--- src/rtl/spi_frontend_burst.sv ---
// SPI slave frontend: command word (R/W + address) followed by an unbounded burst of
// data words; writes pulse wr_en per word, reads prefetch via rd_req/rdata onto poci.
//
// state   | meaning
// --------+---------------------------------------------------------------
// S_IDLE  | cs high or frame not started; first edge takes command bit 0
// S_CMD   | shifting in the rest of the 1+ADDR_W bit command word
// S_WDATA | shifting in write data words, wr_en after each complete word
// S_DUMMY | turnaround edges, pico ignored; last edge loads first read word
// S_RDATA | shifting read data out on poci, next word fetched on LSB edge
module spi_frontend_burst #(
    parameter int ADDR_W   = 7,
    parameter int DATA_W   = 8,
    parameter int DUMMY    = 1,
    parameter int AUTO_INC = 1
) (
    input  logic              spi_clk,
    input  logic              rst,
    input  logic              cs,
    input  logic              pico,
    output logic              poci,
    output logic              is_write,
    output logic [ADDR_W-1:0] addr,
    output logic [DATA_W-1:0] wdata,
    output logic              wr_en,
    output logic              rd_req,
    input  logic [DATA_W-1:0] rdata
);

    localparam int CMD_W = ADDR_W + 1;
    localparam int RX_N  = (CMD_W > DATA_W) ? CMD_W : DATA_W;
    localparam int RX_W  = RX_N - 1;
    localparam int CNT_N = (RX_N > DUMMY) ? RX_N : DUMMY;
    localparam int CNT_W = $clog2(CNT_N);

    typedef enum logic [2:0] {
        S_IDLE,
        S_CMD,
        S_WDATA,
        S_DUMMY,
        S_RDATA
    } state_t;

    state_t            state;
    state_t            state_nxt;
    logic [CNT_W-1:0]  cnt;
    logic [RX_W-1:0]   rx_sr;
    logic [DATA_W-1:0] tx_sr;
    logic              frame_clr;
    logic [CMD_W-1:0]  cmd_word;
    logic [DATA_W-1:0] data_word;
    logic              cmd_last;
    logic              dummy_last;
    logic              word_last;

    // cs high clears the frame but leaves is_write/addr/wdata alone
    assign frame_clr  = rst | cs;
    assign cmd_word   = {rx_sr[CMD_W-2:0], pico};
    assign data_word  = {rx_sr[DATA_W-2:0], pico};
    assign cmd_last   = (state == S_CMD) && (cnt == CNT_W'(CMD_W - 1));
    assign dummy_last = (state == S_DUMMY) && (cnt == CNT_W'(DUMMY - 1));
    assign word_last  = (cnt == CNT_W'(DATA_W - 1));

    always_ff @(posedge spi_clk or posedge frame_clr) begin
        if (frame_clr) begin
            state <= S_IDLE;
        end else begin
            state <= state_nxt;
        end
    end

    always_comb begin
        state_nxt = state;
        case (state)
            S_IDLE:  state_nxt = S_CMD;
            S_CMD:   if (cmd_last) state_nxt = cmd_word[ADDR_W] ? S_WDATA : S_DUMMY;
            S_DUMMY: if (dummy_last) state_nxt = S_RDATA;
            default: state_nxt = state;
        endcase
    end

    // rd_req is decoded so the responder sees it for the whole cycle before the load edge
    always_comb begin
        rd_req = 1'b0;
        poci   = 1'b0;
        case (state)
            S_DUMMY: rd_req = dummy_last;
            S_RDATA: begin
                rd_req = word_last;
                poci   = tx_sr[DATA_W-1];
            end
            default: begin
                rd_req = 1'b0;
                poci   = 1'b0;
            end
        endcase
    end

    always_ff @(posedge spi_clk or posedge frame_clr) begin
        if (frame_clr) begin
            cnt   <= '0;
            rx_sr <= '0;
            tx_sr <= '0;
            wr_en <= 1'b0;
        end else begin
            wr_en <= (state == S_WDATA) && word_last;
            case (state)
                S_IDLE:  cnt <= CNT_W'(1);
                S_CMD:   cnt <= cmd_last ? '0 : cnt + CNT_W'(1);
                S_DUMMY: cnt <= dummy_last ? '0 : cnt + CNT_W'(1);
                default: cnt <= word_last ? '0 : cnt + CNT_W'(1);
            endcase
            if ((state == S_IDLE) || (state == S_CMD) || (state == S_WDATA)) begin
                rx_sr <= (rx_sr << 1) | RX_W'(pico);
            end
            if (rd_req) begin
                tx_sr <= rdata;
            end else if (state == S_RDATA) begin
                tx_sr <= tx_sr << 1;
            end
        end
    end

    // Writes advance addr on the edge after wr_en, reads on the tx load edge
    always_ff @(posedge spi_clk or posedge rst) begin
        if (rst) begin
            is_write <= 1'b0;
            addr     <= '0;
            wdata    <= '0;
        end else begin
            if (cmd_last) begin
                is_write <= cmd_word[ADDR_W];
                addr     <= cmd_word[ADDR_W-1:0];
            end else if ((AUTO_INC != 0) && (wr_en || rd_req)) begin
                addr <= addr + ADDR_W'(1);
            end
            if ((state == S_WDATA) && word_last) begin
                wdata <= data_word;
            end
        end
    end

endmodule
--- config.mk ---
export PLATFORM = sky130hd
export DESIGN_NAME = spi_frontend_burst
export DESIGN_NICKNAME = d
export VERILOG_FILES = /design/src/rtl/spi_frontend_burst.sv
export SDC_FILE = /design/constraint.sdc
export NUM_CORES = 1
export LEC_CHECK = 0
export CORE_UTILIZATION = 31
export CTS_CLUSTER_DIAMETER = 80
export DETAILED_ROUTE_END_ITERATION = 10
export GPL_TIMING_DRIVEN = 0
export PLACE_DENSITY = 0.47
export SLEW_MARGIN = 40
export SYNTH_ARGS = -nofsm -noshare
export SYNTH_HDL_FRONTEND = slang
export SYNTH_SLANG_ARGS = --single-unit
--- constraint.sdc ---
create_clock -name spi_clk -period 2.66 [get_ports spi_clk]
set_input_delay 0.798 -clock spi_clk [delete_from_list [all_inputs] [get_ports spi_clk]]
set_output_delay 0.798 -clock spi_clk [all_outputs]
set_load 0.02 [all_outputs]
Word-level counts from Yosys, hierarchy flattened
Index checks and enable logic that the tools add are counted.

Output and inout bits: 19. Register bits after elaboration: 38. Word-level logic and storage cells: 45. Input bits: 12.

Reductions and logical operators: 12. Eq/ne operators: 7. Bitwise logic cells: 2. Multiplexer cells: 14. $add $sub $neg: 2.

Operators by type and width (count): 3-bit one-hot mux with 3 select lines (2); 8-bit 2-to-1 mux (2); 3-bit 2-to-1 mux (5); 7-bit 2-to-1 mux (2); 7-bit by 1-bit adder with 7-bit output (second input constant) (1); 7-bit by 1-bit OR with 7-bit output (1); 3-bit by 2-bit == test with 1-bit output (second input constant) (2); 3-bit == test (second input constant) (2); 3-bit logical NOT (2); 2-bit inequality test (second input constant) (2); 2-bit nonzero test (2); 3-bit by 1-bit adder with 3-bit output (second input constant) (1); 3-bit by 1-bit == test with 1-bit output (second input constant) (1); 1-bit logical AND (3); 1-bit logical OR (3); 3-bit AND reduction (1); 3-bit nonzero test (1); 1-bit 2-to-1 mux (2); 1-bit one-hot mux with 2 select lines (1); 1-bit OR (1).

Depth between registers and ports, before layout
Depth in word-level cells: 6. Gate-level depth with buffers: 8. Mapped depth without buffers: 6.

Worst setup path after synthesis
Ideal clock, no wire load.

Kind: reg2out. Start point: register cnt[0]. End point: output rd_req. Buffers on the path: 1. Stages on the path, launching flop included: 7. Slack: 0.596 ns. Data arrival time: 1.266 ns. Data required time: 1.862 ns. Path through: dfrtp_1 inv_1 ha_1 nor2b_1 clkbuf_1 a22oi_4 inv_2.

Cells in the longest elaborated chain, start to end: 3. Elaborated cells on any way between the ends: 4. Classes of those cells: eq/ne: 1; mux: 1; reduce/logical: 2.

Ends and longest elaborated chain: from (decl) (line 46) `logic [CNT_W-1:0] cnt;`; from (signal assigned) (line 109) `S_CMD: cnt <= cmd_last ? '0 : cnt + CNT_W'(1);`; from (signal assigned) (line 110) `S_DUMMY: cnt <= dummy_last ? '0 : cnt + CNT_W'(1);`; from (signal assigned) (line 111) `default: cnt <= word_last ? '0 : cnt + CNT_W'(1);`; 3-bit logical NOT (line 61) `assign dummy_last = (state == S_DUMMY) && (cnt == CNT_W'(DUMMY - 1));`; 1-bit logical AND (line 61); 1-bit one-hot mux with 2 select lines * (line 86) `case (state)`; to (decl) (line 26) `output logic rd_req,`.

Every way passes the cells marked *; elsewhere a longest branch is shown, timed or not.

Worst setup path after layout
Same ends and word-level chain as after synthesis.

==> results.md <==
* Outcome: finished, final reports clean
* Clk_lat worst skew at 0.29 ns
* Detailed Route WL at 4280 um
* Dpl cell area at 0.00227 mm^2
* Register area share after synthesis at 0.516
* Gr ovfl total at 0
* Layout area overhead at 31.7%
* Chip width at 79.1 um
* Leakage at 1.09 nW
* Min-delay src: is_write$_DFFE_PP0P_
* Yosys reg bits at 38
* Die Y at 79.1 um
* # rows at 27
* Largest net degree at the start of global routing at 17
* RSZ-0062 raised after global routing: no
* Max Slew Vio Count at 0
* R2R Path Start: cnt[0]$_DFF_PP0_
* Crit path max fanout at 8
* CTS Buffer Depth at 2
* Slowest cell on crit path: dfrtp_1
* Final net count at 223
* Post-Place Cells at 270
* Worst IR drop on VDD at 0.498 mV
* Commonest non-fill, non-tap cells in the layout: dfrtp_1, clkdlybuf4s50_1, mux2_2, nand2_1
* Tmin final at 2.49 ns
* GP Congestion at 0.772
* Routed Antenna Nets at 0
* Initial antenna violation count at 0
* CP endpoint kind: output pin
* Period utilization at 0.937
* Die area at 0.00626 mm^2
* TritonCTS Sinks at 38
* Core area at 0.00561 mm^2
* DP HPWL at 2960 um
* Uppermost layer routed: met4
* Total GRT Usage at 0.150
* CTS tree: yes
* Met1 Wirelength at 2070 um
* Slowest cell delay on critical path at 0.43 ns
* Data required, critical path at 1.86 ns
* Post-Syn Area at 0.00184 mm^2
* Drt initial violations at 76
* Crit path from: cnt[0]$_DFF_PP0_
* Pre-antenna DRT Iters at 4
* CP arrival at 1.70 ns
* # IOs at 31
* Hold Fails Final Rpt at 0
* Max frequency at 0.401 GHz
* Skew final at 0.00665 ns
* YS warnings at 0
* Hold Crit Class: flop to flop
* Met2 WL at 2000 um
* DRC Markers at 0
* MaxCap Viol Count at 0
* Cts hold-fix bufs at 0
* Worst slew margin at 0.571
* Post-synth EDFFs at 0
* Synth unique cells at 38
* Finished Layout Cells at 280
* Startpoint types: flop
* Syn avg cell area at 11.0 um^2
* Initial core utilization at 0.329
* Vias at 1,436
* Vias in the first global route at 1,441
* PD cells at 1130 mW/mm^2
* Synth Net Count at 183
* Clock slew at reported path FFs at 0.08 ns
* Inserted Diodes at 0
* Synth Flop Type: dfrtp_1
* Buffers on Ports at 30
* Clk root buf: clkbuf_8
* Crit-path cells: ha_1 -> ha_1 -> buf_2 -> a22oi_4 -> inv_2 -> clkbuf_2
* Mapped Cells at 167
* Final setup vio count at 0
* Most common cell on crit path: ha_1
* Setup CP Type: flop to output pin
* Metal3 WL at 189 um
* CTS buffer count at 5
* DR vias/cell at 5.13
* # H-tree levels at 2
* Slew @ Worst Pin at 0.642 ns
* WL/cell at 15.3 um
* Most common cell after layout, fill and taps aside: dfrtp_1
* Synth async-reset ratio at 1.00
* Proportion of layout cells with a drive suffix above 1 at 0.226
* Global-route wire length before repair at 7100 um
* Design area at 0.00243 mm^2
-- metal layers --
layer / GRT usage / vias to the layer above
li1: - / 685
met1: 0.203 / 710
met2: 0.235 / 39
met3: 0.0379 / 2
met4: 0.0436 / 0
met5: 0 / -
-- cells by family after synthesis --
logic type                 count (synthesis)  share of synthesized area
and+or+nand+nor                           51                      0.149
AOI/OAI and AO/OA                         45                      0.172
DFF                                       38                      0.516
muxes                                     16                     0.0978
buffers and inverters                     13                     0.0373
adders and majority gates                  4                     0.0272
-- synth_stat cells (2+ instances only) --
master / count / share of area
dfrtp_1: 38 / 0.52
mux2_2: 16 / 0.098
nand2_1: 16 / 0.033
nor2_1: 14 / 0.029
a21oi_1: 13 / 0.035
o22ai_1: 9 / 0.031
o2bb2a_1: 5 / 0.027
a31oi_1: 4 / 0.014
buf_2: 4 / 0.011
ha_1: 4 / 0.027
inv_1: 4 / 0.0081
nand3_1: 4 / 0.011
nor2b_1: 4 / 0.014
o21ai_0: 3 / 0.0081
a21oi_2: 2 / 0.0095
and3_1: 2 / 0.0068
and3b_1: 2 / 0.0095
buf_4: 2 / 0.0081
nor3_1: 2 / 0.0054
-- stage by stage --
stage          utilization  total power [W]  TNS (ns)  setup WS (ns)  hold slack (ns)
3_3_place_gp         0.398          0.00209     -9.03         -0.410            0.483
6_report             0.433          0.00275         0          0.166            0.506
3_5_place_dp         0.405          0.00213   -0.0574        -0.0574            0.472
5_1_grt              0.433          0.00293         0         0.0541            0.540
4_1_cts              0.434          0.00277         0         0.0210            0.504
2_1_floorplan            -          0.00174         0          0.596            0.472
-- cell type report --
type | instances | area (um^2)
fillers | 570 | 3180
repair buffers | 33 | 337
clock inverters | 2 | 60.1
plain buffers | 8 | 51.3
multi-input cells | 116 | 837
inverters | 5 | 18.8
flip-flops and latches | 38 | 951
clock buffers | 6 | 82.6
well taps | 72 | 90.1
-- report_power, final --
group,internal (W),switching (W)
logic,0.000562,0.000530
registers,0.000820,0.000229
clock network,0.000400,0.000213
total,0.00178,0.000971
-- what timing repair did --
item,in CTS,in global routing
pin swaps,2,0
endpoints found under the setup margin,2,1
setup buffers,2,0
gates resized for setup,5,1
-- final timing paths --
check | end | slack [ns] | cells past startpoint
max in group asynchronous | addr[2]$_DFFE_PP0P_ | 1.27 | 2
worst min-delay path | is_write$_DFFE_PP0P_ | 0.51 | 2
min in group asynchronous | rx_sr[1]$_DFFE_PP0P_ | 0.83 | 2
worst min register to register | is_write$_DFFE_PP0P_ | 0.51 | 2
worst max-delay path | rd_req | 0.17 | 6
worst max register to register | addr[1]$_DFFE_PP0P_ | 0.57 | 7
-- flip-flops by register name, summed over array words and instances, names as in the netlist --
signal and flops:
tx_sr 8, wdata 8, addr 7, rx_sr 7, cnt 3, state 3, is_write 1, wr_en 1
-- critical path, delay by kind of cell, from the launching register on --
kind	cells	cell delay (ns)
buf+inv	3	0.38
flops	1	0.43
fa+ha+maj	2	0.41
compound gates	1	0.19
Power figures use the tool's default switching activity.
